[config.mk]
export PLATFORM = sky130hd
export DESIGN_NAME = mem_port_arbiter
export DESIGN_NICKNAME = d
export VERILOG_FILES = /design/src/rtl/mem_port_arbiter.sv
export SDC_FILE = /design/constraint.sdc
export NUM_CORES = 1
export LEC_CHECK = 0
export CAP_MARGIN = 20
export CORE_ASPECT_RATIO = 0.7
export CORE_UTILIZATION = 40
export DETAILED_ROUTE_END_ITERATION = 16
export PLACE_DENSITY_LB_ADDON = 0.05
export SKIP_CTS_REPAIR_TIMING = 1
export SYNTH_ARGS = -nofsm -noshare
export SYNTH_HDL_FRONTEND = slang
export SYNTH_SLANG_ARGS = --single-unit
[constraint.sdc]
create_clock -name clk -period 5.3 [get_ports clk]
set_input_delay 1.06 -clock clk [delete_from_list [all_inputs] [get_ports clk]]
set_output_delay 1.06 -clock clk [all_outputs]
set_load 0.02 [all_outputs]
[src/rtl/mem_port_arbiter.sv]
// Shares one byte-laned memory port between instruction fetch and data access, data first.
// Optional fetch starvation guard: define ARB_STARVE_GUARD_EN.
module mem_port_arbiter #(
   parameter int MEM_LATENCY  = 2,
   parameter int STARVE_LIMIT = 4
) (
   input  logic        clk,
   input  logic        rst,
   input  logic        halted,
   input  logic        if_req,
   input  logic [31:0] if_addr,
   output logic [31:0] if_rdata,
   output logic        if_ack,
   input  logic        d_req,
   input  logic        d_we,
   input  logic [31:0] d_addr,
   input  logic [31:0] d_wdata,
   output logic [31:0] d_rdata,
   output logic        d_ack,
   output logic [31:0] mem_addr,
   output logic        mem_we,
   output logic [7:0]  mem_data_in  [0:3],
   input  logic [7:0]  mem_data_out [0:3],
   output logic        stall
);

   localparam int CNT_W = $clog2(MEM_LATENCY + 1);

   typedef enum logic [1:0] {IDLE, BUSY, RESP} state_t;

   state_t           state, state_nxt;
   logic [CNT_W-1:0] cnt;
   logic             grant;
   logic             pick_d;
   logic             gnt_d;
   logic             first;
   logic             we_p0;
   logic [31:0]      addr_p0;
   logic [31:0]      wdata_p0;
   logic [31:0]      rdata_p1;
   logic             busy;
   logic             resp;
   logic             last_busy;
   logic             unused_bits;

   assign unused_bits = ^{if_addr[1:0], d_addr[1:0], 1'(STARVE_LIMIT)};

`ifdef ARB_STARVE_GUARD_EN
   localparam int SC_W = (STARVE_LIMIT < 1) ? 1 : $clog2(STARVE_LIMIT + 1);

   logic [SC_W-1:0] starve_cnt;
   logic            starved;

   assign starved = (starve_cnt == SC_W'(STARVE_LIMIT));
   // Once data has won STARVE_LIMIT times in a row over a waiting fetch, fetch goes next.
   assign pick_d  = d_req & ~(if_req & starved);

   always_ff @(posedge clk or posedge rst) begin
      if (rst) begin
         starve_cnt <= '0;
      end else if (grant) begin
         if (pick_d && if_req) starve_cnt <= starve_cnt + SC_W'(1);
         else                  starve_cnt <= '0;
      end
   end
`else
   assign pick_d = d_req;
`endif

   always_comb begin
      state_nxt = state;
      grant     = 1'b0;
      case (state)
         IDLE: begin
            if (!halted && (if_req || d_req)) begin
               grant     = 1'b1;
               state_nxt = BUSY;
            end
         end
         BUSY: begin
            if (cnt == CNT_W'(1)) state_nxt = RESP;
         end
         RESP:    state_nxt = IDLE;
         default: state_nxt = IDLE;
      endcase
   end

   always_ff @(posedge clk or posedge rst) begin
      if (rst) begin
         state <= IDLE;
         cnt   <= '0;
         gnt_d <= 1'b0;
         we_p0 <= 1'b0;
         first <= 1'b0;
      end else begin
         state <= state_nxt;
         first <= grant;
         if (grant) begin
            cnt   <= CNT_W'(MEM_LATENCY);
            gnt_d <= pick_d;
            we_p0 <= pick_d & d_we;
         end else if (state == BUSY) begin
            cnt <= cnt - CNT_W'(1);
         end
      end
   end

   assign busy      = (state == BUSY);
   assign resp      = (state == RESP);
   assign last_busy = busy && (cnt == CNT_W'(1));

   // Grant stage: address and store word latched for the whole access.
   always_ff @(posedge clk) begin
      if (grant) begin
         addr_p0  <= pick_d ? {d_addr[31:2], 2'b00} : {if_addr[31:2], 2'b00};
         wdata_p0 <= d_wdata;
      end
   end

   // Response stage: read word captured on the edge leaving BUSY.
   always_ff @(posedge clk) begin
      if (last_busy) begin
         rdata_p1 <= {mem_data_out[0], mem_data_out[1], mem_data_out[2], mem_data_out[3]};
      end
   end

   assign mem_addr = busy ? addr_p0 : 32'h0;
   assign mem_we   = busy & first & we_p0;

   always_comb begin
      for (int k = 0; k < 4; k++) begin
         mem_data_in[k] = busy ? wdata_p0[31-8*k -: 8] : 8'h00;
      end
   end

   assign if_ack   = resp & ~gnt_d;
   assign d_ack    = resp & gnt_d;
   assign if_rdata = if_ack ? rdata_p1 : 32'h0;
   assign d_rdata  = (d_ack && !we_p0) ? rdata_p1 : 32'h0;
   assign stall    = (if_req & ~if_ack) | (d_req & ~d_ack);

endmodule
==> results.md, run 1 <==
- Status: finished clean
- Hold Path Stages: 1
- Nets: 698
- RSZ-0062 raised after global routing: false
- Crit path kind: in -> out
- Die H: 89.7 µm
- Core Footprint: 10500 µm²
- Tot GR Track Use: 18.6%
- Reg clk slew, reported paths: 70 ps
- Antenna Cells: 0
- TNS Setup: 0 ps
- Post-Syn Area: 4390 µm²
- Starting DRT DRC Count: 139
- Worst-Margin Slew: 527 ps
- Clk sinks: 101
- Crit-path max FO: 2
- Vias: 3222
- Routability cong.: 0.763
- Worst slew margin: 64.8%
- Crit path DAT: 2380 ps
- Avg Inst Size Synth: 14.4 µm²
- Setup Skew: 4.97 ps
- DRC violations left: 0
- Max clock buf depth: 2
- Yosys top cell by area: edfxtp_1
- Post-DR vias/cell: 4.50
- Io pins: 266
- Post-Synthesis Cells: 305
- Area growth, synth to finish: 70.4%
- Number of global-route vias before repair: 3042
- Minimum clock period: 3440 ps
- Largest cells by area after synthesis: edfxtp_1, and2_1, mux2_2
- Critical Path End Type: primary output
- Pwr Density: 399 nW/µm²
- Worst setup SP type: input pin
- Dpl ws: 1820 ps
- Clock root buffer: clkbuf_16
- Layout cells sized above 1: 9.51%
- Register-to-Register Setup Slack: 2940 ps
- Inst Count DP: 699
- Die X: 127 µm
- Dpl hpwl: 8120 µm
- CTS H-tree lvls: 3
- Routed met3 length: 955 µm
- WL met1: 4280 µm
- Initial antenna violation count: 0
- Post-synthesis sequential area ratio: 68.2%
- Worst skew pair latency: 330 ps
- Largest net degree at the start of global routing: 66
- Final Cycle Share: 64.8%
- Final WS setup: 1860 ps
- Leak: 0.00271 µW
- FP Rows: 31
- Unique masters post-synth: 25
- Worst hold-check path type: reg -> reg
- Grt ovf: 0
- Max cap viols: 0
- Fmax achieved: 291 MHz
- First-pass GRT wire length: 15500 µm
- Met2 routed WL: 5490 µm
- Highest metal layer with signal wires: met4
- Die area: 11400 µm²
- Number of CTS-inserted buffers: 9
- IO buf count: 259
- Fin. max-slew vios: 0
- TritonCTS clock tree: built
- Initial core utilization: 41.8%
- Final WL: 11000 µm
- Post-Layout Cell Count: 716
- Avg WL per Cell: 15.3 µm
- Maximum vdd drop: 0.202 mV
- #FFs+latches synth: 101
- Routed Antenna Nets: 0
- Fin. Hold Viols: 0
- Final setup vio count: 0
- Yosys Warn Count: 0
- Reg2reg path depth: 3
- DR pass1 iterations: 4
- Synth top area share: 64.3%
- Worst path required time: 4240 ps
==> registers in the layout, summed over array words and instances (netlist names) <==
| name | count |
|---|---|
| cnt | 2 |
| state | 2 |
| addr_p0 | 30 |
| gnt_d | 1 |
| we_p0 | 1 |
| first | 1 |
| rdata_p1 | 32 |
| wdata_p0 | 32 |
==> where the power goes <==
group	leakage, µW	switching [µW]	internal [µW]
logic	0.00159	593	582
registers	0.000951	45.1	1040
clock network	0.000161	268	459
total	0.00271	906	2080
==> cell type report <==
type,instances,area [µm²]
inverters,6,22.5
clock inverters,5,98.8
multi-input cells,180,1300
flip-flops and latches,101,3000
fillers,750,3030
clock buffers,11,233
repair buffers,265,2650
well taps,148,185
==> metal layers <==
layer  track usage, %  vias to the layer above
li1                 -                     1552
met5                0                        -
met3             8.06                       18
met2             32.9                      158
met4             7.68                        0
met1             20.1                     1494
==> through the flow <==
stage	hold slack, ps	power [µW]	cell area, µm²	util (%)
2_1_floorplan	460	1690	4400	-
3_3_place_gp	477	2250	7130	67.8
3_5_place_dp	500	2270	7130	67.8
4_1_cts	507	3010	7460	71.0
5_1_grt	528	3130	7480	71.2
6_report	503	2990	7480	71.2
==> cell families (layout without fill, tap and decap cells) <==
| logic type | Yosys count | after routing | share of synthesized area, % |
|---|---|---|---|
| buffers and inverters | 25 | 287 | 2.51 |
| AO/OA/AOI/OAI | 5 | 5 | 0.684 |
| flip-flops | 101 | 101 | 68.2 |
| multiplexers | 32 | 32 | 8.26 |
| other | 1 | 2 | 0.0854 |
| adder cells (fa/ha/maj) | 1 | 1 | 0.285 |
| AND/OR/NAND/NOR | 140 | 140 | 19.9 |
==> cells in the final DEF (no fill, tap or decap) <==
master / instances
a31oi_1: 1
and2_1: 128
and3_1: 1
buf_12: 1
buf_4: 5
bufinv_16: 3
clkbuf_1: 2
clkbuf_16: 9
clkdlybuf4s50_1: 259
clkinv_1: 1
clkinv_2: 1
conb_1: 2
dfrtp_1: 7
edfxtp_1: 94
ha_1: 1
inv_1: 5
inv_2: 1
mux2_2: 30
mux2_4: 1
mux2i_1: 1
nand2_1: 2
nand2b_1: 1
nand3b_1: 1
nor2_1: 3
nor2b_4: 1
nor3b_2: 1
o21ai_0: 3
o311ai_0: 1
or3_1: 1
or4_4: 1
==> synth_stat cells <==
library cell	count
a31oi_1	1
and2_1	128
and3_1	1
buf_2	3
buf_4	3
clkbuf_1	12
clkbuf_2	1
conb_1	1
dfrtp_1	7
edfxtp_1	94
ha_1	1
inv_1	6
mux2_2	30
mux2_4	1
mux2i_1	1
nand2_1	2
nand2b_1	1
nand3b_1	1
nor2_1	3
nor2b_1	1
nor3b_2	1
o21ai_0	3
o311ai_0	1
or3_1	1
or4_4	1
==> final timing paths <==
kind                                from           to
worst min-delay path              cnt[0]       cnt[0]
worst max-delay path              if_req        stall
max in group asynchronous            rst     state[1]
worst min register to register    cnt[0]       cnt[0]
min in group asynchronous            rst       cnt[1]
worst max register to register  state[1]  wdata_p0[1]
==> worst max-delay path, stage by stage <==
cell,delay (ps)
clkdlybuf4s50_1,470
inv_1,40
o21ai_0,150
clkdlybuf4s50_1,650
Power figures use the tool's default switching activity.
==> run 2: changes to the inputs <==
--- a/config.mk
+++ b/config.mk
@@ -7,7 +7,7 @@
 export LEC_CHECK = 0
 export CAP_MARGIN = 20
 export CORE_ASPECT_RATIO = 0.7
-export CORE_UTILIZATION = 40
+export CORE_UTILIZATION = 34
 export DETAILED_ROUTE_END_ITERATION = 16
 export PLACE_DENSITY_LB_ADDON = 0.05
 export SKIP_CTS_REPAIR_TIMING = 1
==> constraint.sdc (replaced) <==
create_clock -name clk -period 2.8 [get_ports clk]
set_input_delay 0.56 -clock clk [delete_from_list [all_inputs] [get_ports clk]]
set_output_delay 0.56 -clock clk [all_outputs]
set_load 0.02 [all_outputs]
==> run 2 against run 1 <==
Compared with the run above:
- final cell count up 2.1%
- via count fell by 1.9%
- critical path depth rose by 1
- global-route usage shrank 2.0 points
- sequential power is 89% higher
- combinational power rose by 90%
- setup slack worse by 1800 ps
- power up 86%
- die area rose by 17%
- largest power group unchanged
- highest routed layer unchanged
==> results.md, run 2 (synthesis results as in run 1) <==
- Final Hold Slack: 456 ps (-47.0 ps)
- Core Footprint: 12500 µm² (+19%)
- Io pins: 266 (unchanged)
- Grt ovf: 0 (unchanged)
- Inst Count DP: 715 (+2.3%)
- Clk sinks: 101 (unchanged)
- Clock root buffer: clkbuf_16
- Number of CTS-inserted buffers: 9 (unchanged)
- First-pass GRT wire length: 16600 µm (+7.0%)
- Maximum vdd drop: 0.458 mV (+130%)
- Dpl hpwl: 7940 µm (-2.2%)
- Commonest non-fill, non-tap cell in the layout: clkdlybuf4s50_1
- Number of global-route vias before repair: 3205 (+5.4%)
- Fmax achieved: 372 MHz
- Largest net degree at the start of global routing: 64 (-3.0%)
- Routed Antenna Nets: 0 (unchanged)
- Worst path required time: 2240 ps (-2000 ps)
- Largest regs: rdata_p1: 32 flops, wdata_p0: 32 flops, addr_p0: 30 flops
- Status: finished clean
- Layout cells sized above 1: 10.4% (+0.86 points)
- Minimum clock period: 2690 ps
- Die H: 97.1 µm (+8.3%)
- Post-DR vias/cell: 4.33 (-3.9%)
- Antenna Cells: 0 (unchanged)
- Max clock buf depth: 2 (unchanged)
- Initial core utilization: 35.1% (-6.7 points)
- Design area: 7540 µm² (+0.79%)
- Finished Core Util: 60.3% (-11 points)
- Dpl ws: 244 ps (-1570 ps)
- Worst hold-check path type: in -> async
- Fin. max-slew vios: 0 (unchanged)
- Nets: 699 (+0.14%)
- DRC violations left: 0 (unchanged)
- Tot GR Track Use: 16.6% (-2.0 points)
- Final WL: 10900 µm (-0.39%)
- Reg clk slew, reported paths: 70 ps (about the same)
- Crit path DAT: 2130 ps (-250 ps)
- IO buf count: 259 (unchanged)
- Post-Layout Cell Count: 731 (+2.1%)
- Routability cong.: 0.712 (-6.6%)
- Critical Path End Type: primary output
- Fill cells: 997 (+33%)
- Worst setup SP type: flop
- Leak: 0.00301 µW (+11%)
- Starting DRT DRC Count: 101 (-27%)
- Final setup vio count: 0 (unchanged)
- Die X: 138 µm (+8.3%)
- CTS H-tree lvls: 3 (unchanged)
- Crit-path max FO: 32 (+30)
- Die area: 13400 µm² (+17%)
- Avg WL per Cell: 15.0 µm (-2.4%)
- Fin. Hold Viols: 0 (unchanged)
- Setup Skew: 4.62 ps (-0.347 ps)
- FP Rows: 34 (+9.7%)
- TritonCTS clock tree: built
- DR pass1 iterations: 4 (unchanged)
- Initial antenna violation count: 0 (unchanged)
- Pwr Density: 738 nW/µm² (+85%)
- Vias: 3162 (-1.9%)
- Placed inst area: 7180 µm² (+0.68%)
- Area growth, synth to finish: 71.7%
- Most frequent cells in the layout: clkdlybuf4s50_1, and2_1, edfxtp_1
- Worst skew pair latency: 340 ps (about the same)
- Final Cycle Share: 96.0%
- Crit path kind: reg -> out
- Final WS setup: 111 ps (-1750 ps)
- Max cap viols: 0 (unchanged)
## run 2: area by class of cell
type / instances / area, µm² / share of cell area (%)
clock inverters: 7 / 81.3 / 1.08
flip-flops and latches: 101 / 3000 / 39.8
clock buffers: 9 / 225 / 2.99
well taps: 162 / 203 / 2.69
multi-input cells: 180 / 1300 / 17.2
inverters: 6 / 26.3 / 0.348
repair buffers: 266 / 2710 / 35.9
## run 2: path summary, 6_finish.rpt
kind / start / endpoint / slack, ps / depth (start not counted)
setup reg to reg: state[1] / wdata_p0[31] / 950 / 3
max in group asynchronous: rst / state[1] / 2090 / 2
setup / recovery: state[0] / d_rdata[19] / 110 / 5
hold / removal: rst / gnt_d / 460 / 2
min in group clk: cnt[0] / cnt[0] / 510 / 1
hold reg to reg: cnt[0] / cnt[0] / 510 / 1
## run 2: critical path, cell delays in order, from the launching register on
cell             delay (ps)
dfrtp_1                 440
nand3b_1                230
nor2_1                  140
buf_6                   230
and2_1                  160
clkdlybuf4s50_1         600
## run 2: through the flow
step                      setup TNS [ps]  power, µW
after floorplan                        0       3200
after global placement                 0       4320
after detailed placement               0       4350
after CTS                              0       5650
after global routing               -4.15       5870
final                                  0       5560
## run 2: power breakdown
part           internal (µW)  leakage (µW)  switching, µW
Sequential              1970      0.000949           85.2
Clock                    707      0.000152            562
Combinational           1110       0.00191           1130
Total                   3780       0.00301           1780
## run 2: routing by layer
layer	track usage, %	part of all wire [%]	vias to the layer above
li1	-	-	1560
met1	19.0	39	1453
met2	28.0	49	139
met3	6.99	10	10
met4	5.02	1.1	0
met5	0	0	-
